### config.mk
export PLATFORM = sky130hd
export DESIGN_NAME = key_expansion_gen
export DESIGN_NICKNAME = d
export VERILOG_FILES = /design/src/rtl/key_expansion_gen.sv
export SDC_FILE = /design/constraint.sdc
export NUM_CORES = 1
export LEC_CHECK = 0
export CAP_MARGIN = 25
export CORE_UTILIZATION = 55
export CTS_CLUSTER_DIAMETER = 40
export CTS_CLUSTER_SIZE = 30
export DETAILED_ROUTE_END_ITERATION = 6
export GPL_TIMING_DRIVEN = 0
export PLACE_DENSITY = 0.81
export SLEW_MARGIN = 30
export SYNTH_ARGS = -nofsm -noshare
export SYNTH_HDL_FRONTEND = slang
export SYNTH_SLANG_ARGS = --single-unit
### constraint.sdc
create_clock -name gated_clk_ff -period 6.5 [get_ports gated_clk_ff]
set_input_delay 0.65 -clock gated_clk_ff [delete_from_list [all_inputs] [get_ports gated_clk_ff]]
set_output_delay 0.65 -clock gated_clk_ff [all_outputs]
set_load 0.05 [all_outputs]
### src/rtl/key_expansion_gen.sv
// key_expansion_gen: word-serial AES key expansion (AES-128/192/256).
// Streams w[0]..w[Total-1] over a valid/ready port. SubWord is computed by a
// shared external 4-lane S-box with a fixed latency of SB_LAT cycles.
//
// Handshake rules, for both key_valid/key_ready and rk_valid/rk_ready:
// a word transfers on a rising edge where valid and ready are both high.
// The producer holds its word stable while valid is high and ready is low.
// key_ready and rk_valid depend only on registered state.
module key_expansion_gen #(
  parameter int SB_LAT = 1,
  parameter bit EN_256 = 1'b1,
  parameter int IDX_W  = 6
) (
  input  logic             gated_clk_ff,
  input  logic             rst,
  input  logic             start,
  input  logic [1:0]       key_len,
  input  logic             key_valid,
  output logic             key_ready,
  input  logic [31:0]      key_word,
  output logic             sb_req,
  output logic [31:0]      sb_in,
  input  logic [31:0]      sb_out,
  output logic             rk_valid,
  input  logic             rk_ready,
  output logic [31:0]      rk_word,
  output logic [IDX_W-1:0] rk_index,
  output logic             busy,
  output logic             done,
  output logic [2:0]       dbg_state
);

  // Sliding window of the most recent words; win_q[0] is the newest, w[i-1].
  localparam int WIN = EN_256 ? 8 : 6;

  typedef enum logic [2:0] {
    S_IDLE    = 3'd0,
    S_LOAD    = 3'd1,
    S_GEN     = 3'd2,
    S_SB_WAIT = 3'd3,
    S_EMIT    = 3'd4
  } state_t;

  state_t           state_q, state_d;
  logic [31:0]      win_q [WIN];
  logic [IDX_W-1:0] index_q, index_d;
  logic [3:0]       mod_q, mod_d;     // index mod Nk, kept as a wrapping counter
  logic [3:0]       nk_q, nk_d;
  logic [IDX_W-1:0] total_q, total_d;
  logic [7:0]       rcon_q, rcon_d;
  logic [2:0]       cnt_q, cnt_d;     // S-box wait counter
  logic             rot_q, rot_d;     // pending SubWord is the RotWord+Rcon case
  logic             done_q, done_d;

  logic             shift_en;
  logic [31:0]      new_word;
  logic [3:0]       nk_sel;
  logic [IDX_W-1:0] total_sel;
  logic [31:0]      temp_word;
  logic [31:0]      rot_word;
  logic [31:0]      far_word;
  logic [7:0]       rcon_next;
  logic             need_rot;
  logic             need_sub;
  logic             last_idx;
  logic             key_phase;

  // Decode key length into Nk and word total; unsupported codes fall back to AES-128.
  always_comb begin
    nk_sel    = 4'd4;
    total_sel = IDX_W'(44);
    case (key_len)
      2'd1: begin
        nk_sel    = 4'd6;
        total_sel = IDX_W'(52);
      end
      2'd2: begin
        if (EN_256) begin
          nk_sel    = 4'd8;
          total_sel = IDX_W'(60);
        end
      end
      default: ;
    endcase
  end

  // Select w[i-Nk] from the window without a variable-width index.
  always_comb begin
    far_word = win_q[0];
    for (int k = 0; k < WIN; k++) begin
      if (4'(k) == nk_q - 4'd1) far_word = win_q[k];
    end
  end

  assign temp_word = win_q[0];
  assign rot_word  = {temp_word[23:0], temp_word[31:24]};
  assign rcon_next = {rcon_q[6:0], 1'b0} ^ (rcon_q[7] ? 8'h1b : 8'h00);
  assign need_rot  = (mod_q == 4'd0);
  assign need_sub  = need_rot || ((nk_q == 4'd8) && (mod_q == 4'd4));
  assign last_idx  = (index_q == total_q - IDX_W'(1));
  assign key_phase = (index_q < IDX_W'(nk_q) - IDX_W'(1));

  // Next-state and output decode for the expansion FSM.
  always_comb begin
    state_d   = state_q;
    index_d   = index_q;
    mod_d     = mod_q;
    nk_d      = nk_q;
    total_d   = total_q;
    rcon_d    = rcon_q;
    cnt_d     = cnt_q;
    rot_d     = rot_q;
    done_d    = 1'b0;
    shift_en  = 1'b0;
    new_word  = 32'h0;
    key_ready = 1'b0;
    sb_req    = 1'b0;
    sb_in     = 32'h0;
    rk_valid  = 1'b0;
    rk_word   = 32'h0;
    rk_index  = '0;
    case (state_q)
      S_IDLE: begin
        if (start) begin
          nk_d    = nk_sel;
          total_d = total_sel;
          index_d = '0;
          mod_d   = 4'd0;
          rcon_d  = 8'h01;
          state_d = S_LOAD;
        end
      end
      S_LOAD: begin
        key_ready = 1'b1;
        if (key_valid) begin
          shift_en = 1'b1;
          new_word = key_word;
          state_d  = S_EMIT;
        end
      end
      S_EMIT: begin
        rk_valid = 1'b1;
        rk_word  = win_q[0];
        rk_index = index_q;
        if (rk_ready) begin
          index_d = index_q + IDX_W'(1);
          mod_d   = (mod_q == nk_q - 4'd1) ? 4'd0 : mod_q + 4'd1;
          if (last_idx) begin
            done_d  = 1'b1;
            state_d = S_IDLE;
          end else if (key_phase) begin
            state_d = S_LOAD;
          end else begin
            state_d = S_GEN;
          end
        end
      end
      S_GEN: begin
        if (need_sub) begin
          sb_req  = 1'b1;
          sb_in   = need_rot ? rot_word : temp_word;
          rot_d   = need_rot;
          cnt_d   = 3'd1;
          state_d = S_SB_WAIT;
        end else begin
          shift_en = 1'b1;
          new_word = far_word ^ temp_word;
          state_d  = S_EMIT;
        end
      end
      S_SB_WAIT: begin
        // Window is frozen here, so sb_in stays equal to the requested value.
        sb_in = rot_q ? rot_word : temp_word;
        if (cnt_q == 3'(SB_LAT)) begin
          shift_en = 1'b1;
          new_word = far_word ^ sb_out ^ (rot_q ? {rcon_q, 24'h0} : 32'h0);
          if (rot_q) rcon_d = rcon_next;
          state_d = S_EMIT;
        end else begin
          cnt_d = cnt_q + 3'd1;
        end
      end
      default: state_d = S_IDLE;
    endcase
  end

  // Control and bookkeeping registers.
  always_ff @(posedge gated_clk_ff) begin
    if (rst) begin
      state_q <= S_IDLE;
      index_q <= '0;
      mod_q   <= 4'd0;
      nk_q    <= 4'd4;
      total_q <= IDX_W'(44);
      rcon_q  <= 8'h01;
      cnt_q   <= 3'd0;
      rot_q   <= 1'b0;
      done_q  <= 1'b0;
    end else begin
      state_q <= state_d;
      index_q <= index_d;
      mod_q   <= mod_d;
      nk_q    <= nk_d;
      total_q <= total_d;
      rcon_q  <= rcon_d;
      cnt_q   <= cnt_d;
      rot_q   <= rot_d;
      done_q  <= done_d;
    end
  end

  // Word window: every new key or generated word shifts in at position 0.
  always_ff @(posedge gated_clk_ff) begin
    if (rst) begin
      for (int k = 0; k < WIN; k++) win_q[k] <= 32'h0;
    end else if (shift_en) begin
      win_q[0] <= new_word;
      for (int k = 1; k < WIN; k++) win_q[k] <= win_q[k-1];
    end
  end

  assign busy      = (state_q != S_IDLE);
  assign done      = done_q;
  assign dbg_state = state_q;

endmodule

# [After elaboration in Yosys (flattened, before gate mapping)]
# Memory sizes are Yosys's and may differ from the RTL's.
# Index checks and enable logic that the tools add are counted.
[classes] order_cmp=1 n_eq_ne=25 reduce_logical=15 mux=65 n_addsub=6 bitwise_logic=14
[op_table] operator="2-to-1 mux 32 bit" count=23
[op_table] operator="one-hot mux 32 bit (3 select lines)" count=1
[op_table] operator="bitwise XOR 32 bit" count=3
[op_table] operator="one-hot mux 32 bit (2 select lines)" count=1
[op_table] operator="2-to-1 mux 8 bit" count=3
[op_table] operator="2-to-1 mux 3 bit" count=7
[op_table] operator="2-to-1 mux 6 bit" count=3
[op_table] operator="== test 3 x 4 -> 1 bit, first input constant" count=4
[op_table] operator="one-hot mux 4 bit (2 select lines)" count=2
[op_table] operator="one-hot mux 8 bit (2 select lines)" count=1
[op_table] operator="one-hot mux 3 bit (5 select lines)" count=1
[op_table] operator="inequality test 2 bit, second input constant" count=7
[op_table] operator="2-to-1 mux 1 bit" count=13
[op_table] operator="2-to-1 mux 4 bit" count=3
[op_table] operator="one-hot mux 6 bit (2 select lines)" count=1
[op_table] operator="one-hot mux 5 bit (2 select lines)" count=1
[op_table] operator="== test 2 x 4 -> 1 bit, first input constant" count=2
[op_table] operator="OR 1 bit" count=8
[op_table] operator="AND reduction 4 bit" count=2
[op_table] operator="bitwise XOR 8 x 5 -> 8 bit" count=1
[op_table] operator="adder 6 x 1 -> 6 bit, second input constant" count=1
[op_table] operator="== test 3 x 1 -> 1 bit, second input constant" count=2
[op_table] operator="== test 3 x 2 -> 1 bit, second input constant" count=2
[op_table] operator="== test 6 bit" count=1
[op_table] operator="other kinds (27)" count=33
[totals] in_bits=71 output_inout_bits=78 register_bits=36 elab_cells=136 ram_bits=256 memories=1
[mem_list] name="win_q" words=8 width=32 read_ports=8 rd_clocked_by_memory_dff=0 wr=8 line_no="45" text="logic [31:0] win_q [WIN];"

# [Depth between registers and ports, before layout]
# Gate-level depths: netlist (run 1).
[logic_depth] word_depth=14 depth_mapped=12 mapped_depth_nobuf=9

# [Worst setup path after synthesis (run 1)]
# No wires, ideal clock.
[synth_timing] kind="register to register" start="reg nk_q[1]" end="mem win_q[0][0] (enable)" setup_ns=0.511 path_buffers=2 arrival_ns=4.398 setup_slack_ns=1.591 path_stages_with_launch=9 required_ns=5.989 synth_period_minus_slack_ns=4.909 path_cell_list="dfxtp_1 > buf_6 > buf_4 > inv_1 > ha_1 > a21boi_1 > o21ai_1 > nand2_1 > or2_2"
[synth_rtl] element="start: declaration" line_no="48" text="logic [3:0] nk_q, nk_d;"
[synth_rtl] element="start signal: assignment" line_no="203" text="nk_q <= nk_d;"
[synth_rtl] element="end: declaration" line_no="45"

# [Worst setup path in the final report (run 1)]
[layout_timing] start="reg nk_q[1]" end="out sb_in[14]"
[layout_between] elab_chain_len=5
[layout_rtl] element="== test 4 bit" line_no="99" text="assign need_sub = need_rot || ((nk_q == 4'd8) && (mod_q == 4'd4));"
[layout_rtl] element="logical AND 1 bit" line_no="99"
[layout_rtl] element="logical OR 1 bit" line_no="99"
[layout_rtl] element="2-to-1 mux 32 bit" line_no="159" text="if (need_sub) begin"
[layout_rtl] element="one-hot mux 32 bit (2 select lines)" line_no="122" text="case (state_q)"
[layout_rtl] element="end: declaration" line_no="22" text="output logic [31:0] sb_in,"
# Every way passes these cells.

==> metrics, run 1 <==
sequential fraction of the synthesis area 59.6%; Pre-antenna DRT Iters 5; num rows 57; setup TNS 0 ns; Final Util 69.6%; ys async rst share 0%; Place WS 2.51 ns; worst r2r src nk_q[1]$_SDFFE_PP0P_; slowest cell on the critical path clkdlybuf4s50_1; Fin. Hold Viols 0; dominant cells by area after synthesis edfxtp_1 (55%), and2_1 (7.2%), dfxtp_1 (4.5%), mux4_2 (4.2%), xnor2_1 (3.8%); clock-pin slew of the registers on the worst-case setup and hold paths 0.06 ns; yosys warns 0; f_max 216 MHz; DP HPWL between 20000 and 30000 um; clk_skew 0.0311 ns; commonest non-fill, non-tap cell in the layout edfxtp_1; Placed Cells incl. Taps 1522; CTS root buf clkbuf_16; die width 161 um; Sw Share around 26%; vias in the first global route between 9000 and 10000; pwr/cell area 277 nW/um^2; final setup margin 1.88 ns; static leakage 6.47 nW; PortBufs 148; startpoint types flop; cells along the critical path buf_6, buf_4, inv_1, ha_1, a21boi_1, nor2_1, nand2_1, o22ai_1, buf_2, a22o_1, clkdlybuf4s50_1; Nets about 1300; RePlAce Congestion 0.874; routed len/inst 23.9 um; Synth cell types 55; Setup Fix Bufs, Post-CTS 0; total grt overflow 0; WP data required 5.85 ns; hold_ws 0.476 ns; Non-Filler Instances 1588; most frequent cells in the layout edfxtp_1 (256), and2_1 (161), clkdlybuf4s50_1 (148); Int Power roughly 3.5 mW; Fill cells 1657; placed inst area 15900 sq um; Clk pwr share 42.2%; post-CTS sizing 0; Overall Global Routing Usage roughly 30%; initial antenna violation count 1; via-per-instance ratio 6.12; min-delay worst type flop to flop; Worst-Skew Late Latency 0.53 ns; max-slew violations 0; Logic pwr share around 11%; crit path time final 4.62 ns; H-Tree Depth 2; CP Max Fanout 10; fin crit share 71.1%; Design Area, Final 17100 sq um; NetSw between 1 and 1.5 mW; HP Start rcon_q[6]$_SDFFE_PP0P_; Cell Area, Synth 13900 sq um; crit path kind flop to output port; core area 24600 sq um; CTS Buf Count 37; Synthesized Nets 1132; Initial Utilization 56.6%; CP Capture Type output port; outcome finished, final reports clean; Max-Cap Viols 0; Syn Area/Cell 13.3 sq um; die height 161 um; 1st-iter DRT viols 1231; Seq cells post-synth approximately 290; clk buf depth 3; routed vias 9718; routed wire length 38000 um; total clock sinks 287; sequential group share of total power 46.6%; Setup crit start nk_q[1]$_SDFFE_PP0P_; CTS tree yes; RSZ-0062 raised after global routing false; EDFF count, synth ~260; measured slew at the worst slew-check pin between 0.8 and 0.9 ns; first-pass GRT wire length 57600 um; CP peak stage delay 0.83 ns; Max-slew headroom 42.7%; Post-DRT Antenna Nets 0; cell taking the most area after synthesis edfxtp_1; crit path DAT 3.97 ns; Most used DFF post-synth edfxtp_1; Layout area overhead 22.9%; IO Pins 149; largest net degree at the start of global routing 47; Mapped Cells 1045; Yosys top cell area share 55.2%; DRC viols 0; Peak supply drop just under 0.2 mV; layout cell share with drive strength beyond 1 10.1%; overall power ~4.7 mW; # setup viols final 0; # hold bufs at CTS 0; die area 26000 sq um
## logic make-up after synthesis
group,after synthesis,synth area share (%)
flip-flops,287,59.6
multiplexers,67,7.95
adder cells (fa/ha/maj),16,1.44
XOR/XNOR,89,5.73
AO/OA/AOI/OAI,121,6.52
buffers and inverters,82,2.82
AND/OR/NAND/NOR,383,15.9
## flip-flops by register name (all words and copies together), names as in the netlist
register / count
cnt_q: 3
dbg_state: 3
done: 1
index_q: 6
mod_q: 4
nk_q: 3
rcon_q: 8
rot_q: 1
total_q: 2
win_q: 256
## path summary, 6_finish.rpt
check                                    end  slack (ns)  depth (start not counted)
setup / recovery                   sb_in[14]        1.88                         11
setup reg to reg  win_q[0][14]$_SDFFCE_PN0P_        3.18                         11
hold reg to reg       rcon_q[6]$_SDFFE_PP0P_        0.48                          2
hold / removal        rcon_q[6]$_SDFFE_PP0P_        0.48                          2
## worst max-delay path: cells and delay by family, from the launching register on
kind,cells,cell delay (ns)
AND/OR/NAND/NOR,2,0.43
AO/OA/AOI/OAI,3,0.85
flip-flops,1,0.32
adder cells (fa/ha/maj),1,0.14
buffers and inverters,5,1.69
## synth_stat cells, types with 2 or more instances
cell type / instances
and3b_1: 2
xnor2_1: 61
edfxtp_1: 256
nand4_1: 3
o21ai_1: 2
a21oi_1: 14
and2_1: 161
xor2_1: 27
clkbuf_2: 9
nand3_1: 18
a22o_1: 32
mux4_1: 6
and3_1: 40
ha_1: 16
buf_6: 3
a211o_1: 3
buf_2: 13
a31oi_1: 2
o21a_1: 3
a22oi_1: 17
dfxtp_1: 31
o21ai_0: 5
nor3_1: 7
a211oi_1: 2
o221ai_1: 8
nand2_1: 38
nand2b_1: 7
or3_1: 2
a222oi_1: 7
inv_1: 10
mux2i_1: 33
mux4_2: 26
nor3b_1: 2
buf_4: 5
nor2b_1: 68
o22ai_1: 18
nor2_1: 30
clkbuf_1: 41
## power by group through the flow
stage | combinational [mW] | sequential (mW) | clock (mW)
floorplan | 0.351 | 2.22 | 0
global placement | 0.500 | 2.26 | 0
detailed placement | 0.523 | 2.25 | 0
CTS | 0.528 | 2.21 | 2.00
global route | 0.565 | 2.22 | 2.08
finish | 0.530 | 2.21 | 2.00
## final cells by class
class	count	area, sq um	area share [%]
inverters	10	37.5	0.219
clock inverters	26	249	1.45
diodes	1	2.50	0.0146
plain buffers	72	355	2.07
repair buffers	153	1580	9.23
clock buffers	39	955	5.57
flip-flops and latches	287	8310	48.5
well taps	324	405	2.37
multi-input cells	676	5240	30.6
## metal layers
layer  global-route usage [%]  vias up  wire length (um)
met1                     40.7     4812             14700
met4                     11.8        0              1310
met3                     6.14       87              3960
li1                         -     4221                 -
met5                        0        -                 0
met2                     47.1      598             18000
No activity file was read; power rests on OpenSTA's default activity.
==> inputs of run 2 (changes only) <==
clock period = 4.6 ns   (was 6.5 ns; I/O delays follow)
==> run 2 against run 1 <==
  * Utilization up 0.79 points
  * Design area up 1.1%
  * Cell count up 0.25%
  * Clock skew down 0.015 ns
  * Clock-buffer cell count up 6
  * Setup slack worse by 1.8 ns
  * First-iteration DRC count down 6.7%
  * Via count down 0.28%
  * Die area unchanged
  * Sequential share of layout area down 0.54 points
  * Critical endpoint is now sb_in[7]
  * Largest power group is now the clock network
==> metrics, run 2 (synthesized netlist as in run 1, its figures left out) <==
die height 161 um; placed inst area 15900 sq um; Overall Global Routing Usage between 30 and 40%; hold_ws 0.474 ns; Setup crit start nk_q[1]$_SDFFE_PP0P_; pwr/cell area slightly above 400 nW/um^2; crit path kind flop to output port; RSZ-0062 raised after global routing false; 1st-iter DRT viols between 1000 and 1500; # diodes 0; Setup Fix Bufs, Post-CTS 0; sequential group share of total power approximately 44%; first-pass GRT wire length 58000 um; vias in the first global route 9651; Max-slew headroom 35.4%; Sw Share 25.1%; CP Capture Type output port; CTS root buf clkbuf_16; # hold bufs at CTS 0; startpoint types flop; routed vias 9691; outcome finished, final reports clean; CTS tree yes; largest net degree at the start of global routing 51; setup TNS 0 ns; Nets 1325; routed wire length ~38000 um; die area 26000 sq um; static leakage approximately 6.6 nW; Top reg by flops win_q; Int Power ~5.3 mW; initial antenna violation count 1; min-delay worst type flop to flop; die width 161 um; Logic pwr share 10.7%; # setup viols final 0; IO Pins 149; CTS Buf Count 38; clock-pin slew of the registers on the worst-case setup and hold paths roughly 0.060 ns; clk buf depth 3; total clock sinks 287; DRC viols 0; NetSw 1.77 mW; routed len/inst between 20 and 25 um; Fin. Hold Viols 0; Post-DRT Antenna Nets 0; crit path DAT between 4 and 5 ns; max-slew violations 0; num rows between 50 and 60; DP HPWL 25600 um; Max-Cap Viols 0; Pre-antenna DRT Iters 5; WP data required 4.14 ns; Worst-Skew Late Latency 0.53 ns; fin crit share 97.6%; total grt overflow 0; Layout area overhead 24.3%; post-CTS sizing 0; worst r2r src nk_q[1]$_SDFFE_PP0P_; Largest regs win_q (256), rcon_q (8), index_q (6); most frequent cells in the layout edfxtp_1 (256), and2_1 (161), clkdlybuf4s50_1 (148); measured slew at the worst slew-check pin 0.961 ns; RePlAce Congestion 0.868; CP Max Fanout 10; crit path time final 4.49 ns; H-Tree Depth 2; Clk pwr share 45.0%; max FFs per register between 200 and 300; f_max 223 MHz; clk_skew 0.0163 ns; Peak supply drop approximately 0.29 mV; core area 24600 sq um; Initial Utilization between 50 and 60%; PortBufs about 150; via-per-instance ratio slightly above 6; layout cell share with drive strength beyond 1 approximately 11%; HP Start rcon_q[5]$_SDFFE_PP0P_; commonest non-fill, non-tap cell in the layout edfxtp_1; Design Area, Final ~17000 sq um
==> run 2: cell count changes in the layout (fill, tap and decap cells not counted), moves of 2 or more <==
cell and change:
clkinv_1 -6, clkbuf_16 +3, bufinv_16 +3, clkbuf_8 +2
clkinvlp_4 +3, buf_16 +2, inv_6 -2, buf_12 -2
==> run 2: worst paths after layout <==
kind / end / slack (ns) / depth (start not counted)
max: sb_in[7] / 0.11 / 11
min reg2reg: rcon_q[5]$_SDFFE_PP0P_ / 0.47 / 2
max reg2reg: win_q[0][12]$_SDFFCE_PN0P_ / 1.27 / 11
min: rcon_q[5]$_SDFFE_PP0P_ / 0.47 / 2
==> run 2: layout make-up <==
| type | count | area (sq um) |
|---|---|---|
| Clock buffer | 45 | 1060 |
| Tap cell | 324 | 405 |
| Fill cell | 1644 | 7280 |
| Multi-Input combinational cell | 676 | 5240 |
| Clock inverter | 25 | 324 |
| Buffer | 72 | 355 |
| Sequential cell | 287 | 8310 |
| Timing Repair Buffer | 153 | 1600 |
| Inverter | 10 | 37.5 |
==> run 2: power groups by stage <==
stage	clock network (mW)	registers, mW	logic (mW)
floorplan	0	3.13	0.496
global placement	0	3.18	0.708
detailed placement	0	3.17	0.742
CTS	3.18	3.12	0.751
global route	3.29	3.14	0.803
finish	3.18	3.13	0.753
==> run 2: layer usage <==
layer / GRT usage (%) / up-vias / routed length, um
li1: - / 4224 / -
met1: 41.7 / 4797 / 15200
met2: 47.0 / 568 / 17900
met3: 6.65 / 102 / 3930
met4: 11.8 / 0 / 1340
met5: 0 / - / 0
==> run 2: through the flow <==
stage                     cells  util, %  total power [mW]  worst slack [ns]
after global placement     1517     64.3              3.89            -0.592
final                      1592     70.4              7.06             0.110
after floorplan            1045        -              3.63             0.969
after detailed placement   1522     64.8              3.91             0.743
after CTS                  1592     70.4              7.05             0.238
after global routing       1592     70.4              7.23            0.0945
==> run 2: worst max-delay path: stages (launching register included) <==
cell and delay, ns:
dfxtp_1 0.33, buf_6 0.16, buf_4 0.21, inv_1 0.11
ha_1 0.16, a21boi_1 0.09, nor2_1 0.24, nand2_1 0.20
o22ai_1 0.48, buf_2 0.37, a22o_1 0.29, clkdlybuf4s50_1 0.84
==> inputs of run 3 (changes only) <==
CORE_ASPECT_RATIO = 1.2   (was unset)
==> run 3 against run 2 <==
  * Register-to-register slack barely moved
  * Die area barely moved
  * Global-route usage fell by 0.63 points
  * Wire length fell by 1.6%
  * Maximum frequency rose by 3.6%
  * Via count fell by 0.85%
  * Critical path depth did not move
  * Utilization fell by 2.3 points
  * Hold slack got worse by 0.0014 ns
  * Critical path type unchanged
==> metrics, run 3 (synthesized netlist as in run 1, its figures left out) <==
static leakage about 6.4 nW; Peak supply drop 0.327 mV; core area between 20000 and 25000 sq um; CTS root buf clkbuf_16; Initial Utilization 56.1%; largest net degree at the start of global routing 50; HP Start rcon_q[6]$_SDFFE_PP0P_; Max-Cap Viols 0; die height about 180 um; Pre-antenna DRT Iters 7; clk_skew 0.0110 ns; Fin. Hold Viols 0; Setup Fix Bufs, Post-CTS 0; WP data required between 4 and 5 ns; die width 147 um; Reg2Reg Setup Slack 1.27 ns; CP Max Fanout 10; worst r2r src nk_q[1]$_SDFFE_PP0P_; min-delay worst type flop to flop; vias in the first global route 9608; # diodes 0; layout cell share with drive strength beyond 1 9.52%; H-Tree Depth 1; final setup margin about 0.27 ns; fin crit share 94.2%; Largest regs win_q (256), rcon_q (8), index_q (6); outcome finished, final reports clean; Overall Global Routing Usage 29.6%; Layout area overhead 21.4%; IO Pins 149; # hold bufs at CTS 0; Nets 1316; Place WS 0.903 ns; most frequent cells in the layout edfxtp_1 (256), and2_1 (161), clkdlybuf4s50_1 (146); cells along the critical path buf_6, buf_4, inv_1, ha_1, a21boi_1, nor2_1, nand2_1, o22ai_1, buf_2, a22o_1, clkdlybuf4s50_1; overall power between 6 and 7 mW; crit path DAT 3.87 ns; total clock sinks 287; pwr/cell area 376 nW/um^2; Final Util between 60% and 70%; crit path kind flop to output port; CTS tree yes; die area 26000 sq um; routed wire length 37800 um; Setup crit start nk_q[1]$_SDFFE_PP0P_; total grt overflow 0; CTS Buf Count 29; RePlAce Congestion 0.887; DRC viols 0; initial antenna violation count 0; Worst-Skew Late Latency 0.55 ns; CP Capture Type output port; hold_ws 0.473 ns; routed len/inst 24.0 um; clock-pin slew of the registers on the worst-case setup and hold paths 0.07 ns; via-per-instance ratio between 6 and 7; routed vias 9609; commonest non-fill, non-tap cell in the layout edfxtp_1; slowest cell on the critical path clkdlybuf4s50_1; buffers plus inverters on the worst setup path 5; Post-DRT Antenna Nets 0; first-pass GRT wire length 56600 um; # setup viols final 0; measured slew at the worst slew-check pin 0.910 ns; startpoint types flop; max-slew violations 0; RSZ-0062 raised after global routing false; delay-heaviest family, CP buffers and inverters; crit path time final 4.33 ns; max FFs per register around 260; f_max about 230 MHz; PortBufs 148; Max-slew headroom 38.9%; num rows 63; 1st-iter DRT viols 1045; DP HPWL 25500 um; clk buf depth 3; Top reg by flops win_q; CP peak stage delay 0.83 ns
==> run 3: final cells by class <==
class,instances,area [sq um]
buffer,72,355
multi-input combinational,676,5240
sequential,287,8310
clock inverter,23,264
timing repair buffer,153,1590
clock buffer,29,726
inverter,10,37.5
fill,1758,7910
tap,325,407
==> run 3: through the flow <==
step / setup TNS, ns / instances / cell area, sq um
after global routing: 0 / 1575 / 16900
final: 0 / 1575 / 16900
after CTS: 0 / 1575 / 16900
after global placement: -115.04 / 1518 / 15800
after floorplan: 0 / 1045 / 13900
after detailed placement: 0 / 1523 / 15900
==> run 3: power by group <==
part,internal [mW],leakage [nW],switching [mW]
registers,3.02,2.93,0.112
logic,0.333,2.98,0.412
clock network,1.41,0.487,1.09
==> run 3: metal layers <==
layer	share of wire, %	wire, um	vias to the layer above	global-route usage (%)
met5	0	0	-	0
met4	5.2	1980	0	14.4
met3	11	4070	123	6.67
met2	46	17300	609	46.8
met1	38	14500	4685	38.8
li1	-	-	4192	-
==> run 3: tightest hold or removal path: cells and delay by family, from the launching register on <==
| family | cells | cell delay, ns |
|---|---|---|
| AO/OA/AOI/OAI | 1 | 0.05 |
| flip-flops | 1 | 0.32 |
| AND/OR/NAND/NOR | 1 | 0.06 |
==> run 3: final timing paths <==
check,to,cells past startpoint
setup / recovery,sb_in[9],11
hold / removal,rcon_q[6]$_SDFFE_PP0P_,2
setup reg to reg,win_q[0][5]$_SDFFCE_PN0P_,11
hold reg to reg,rcon_q[6]$_SDFFE_PP0P_,2
==> run 3: what timing repair did <==
item / in CTS / in global routing
resized for setup: 0 / 2
endpoints found under the setup margin: 0 / 2
endpoints found under the hold margin: 0 / 0
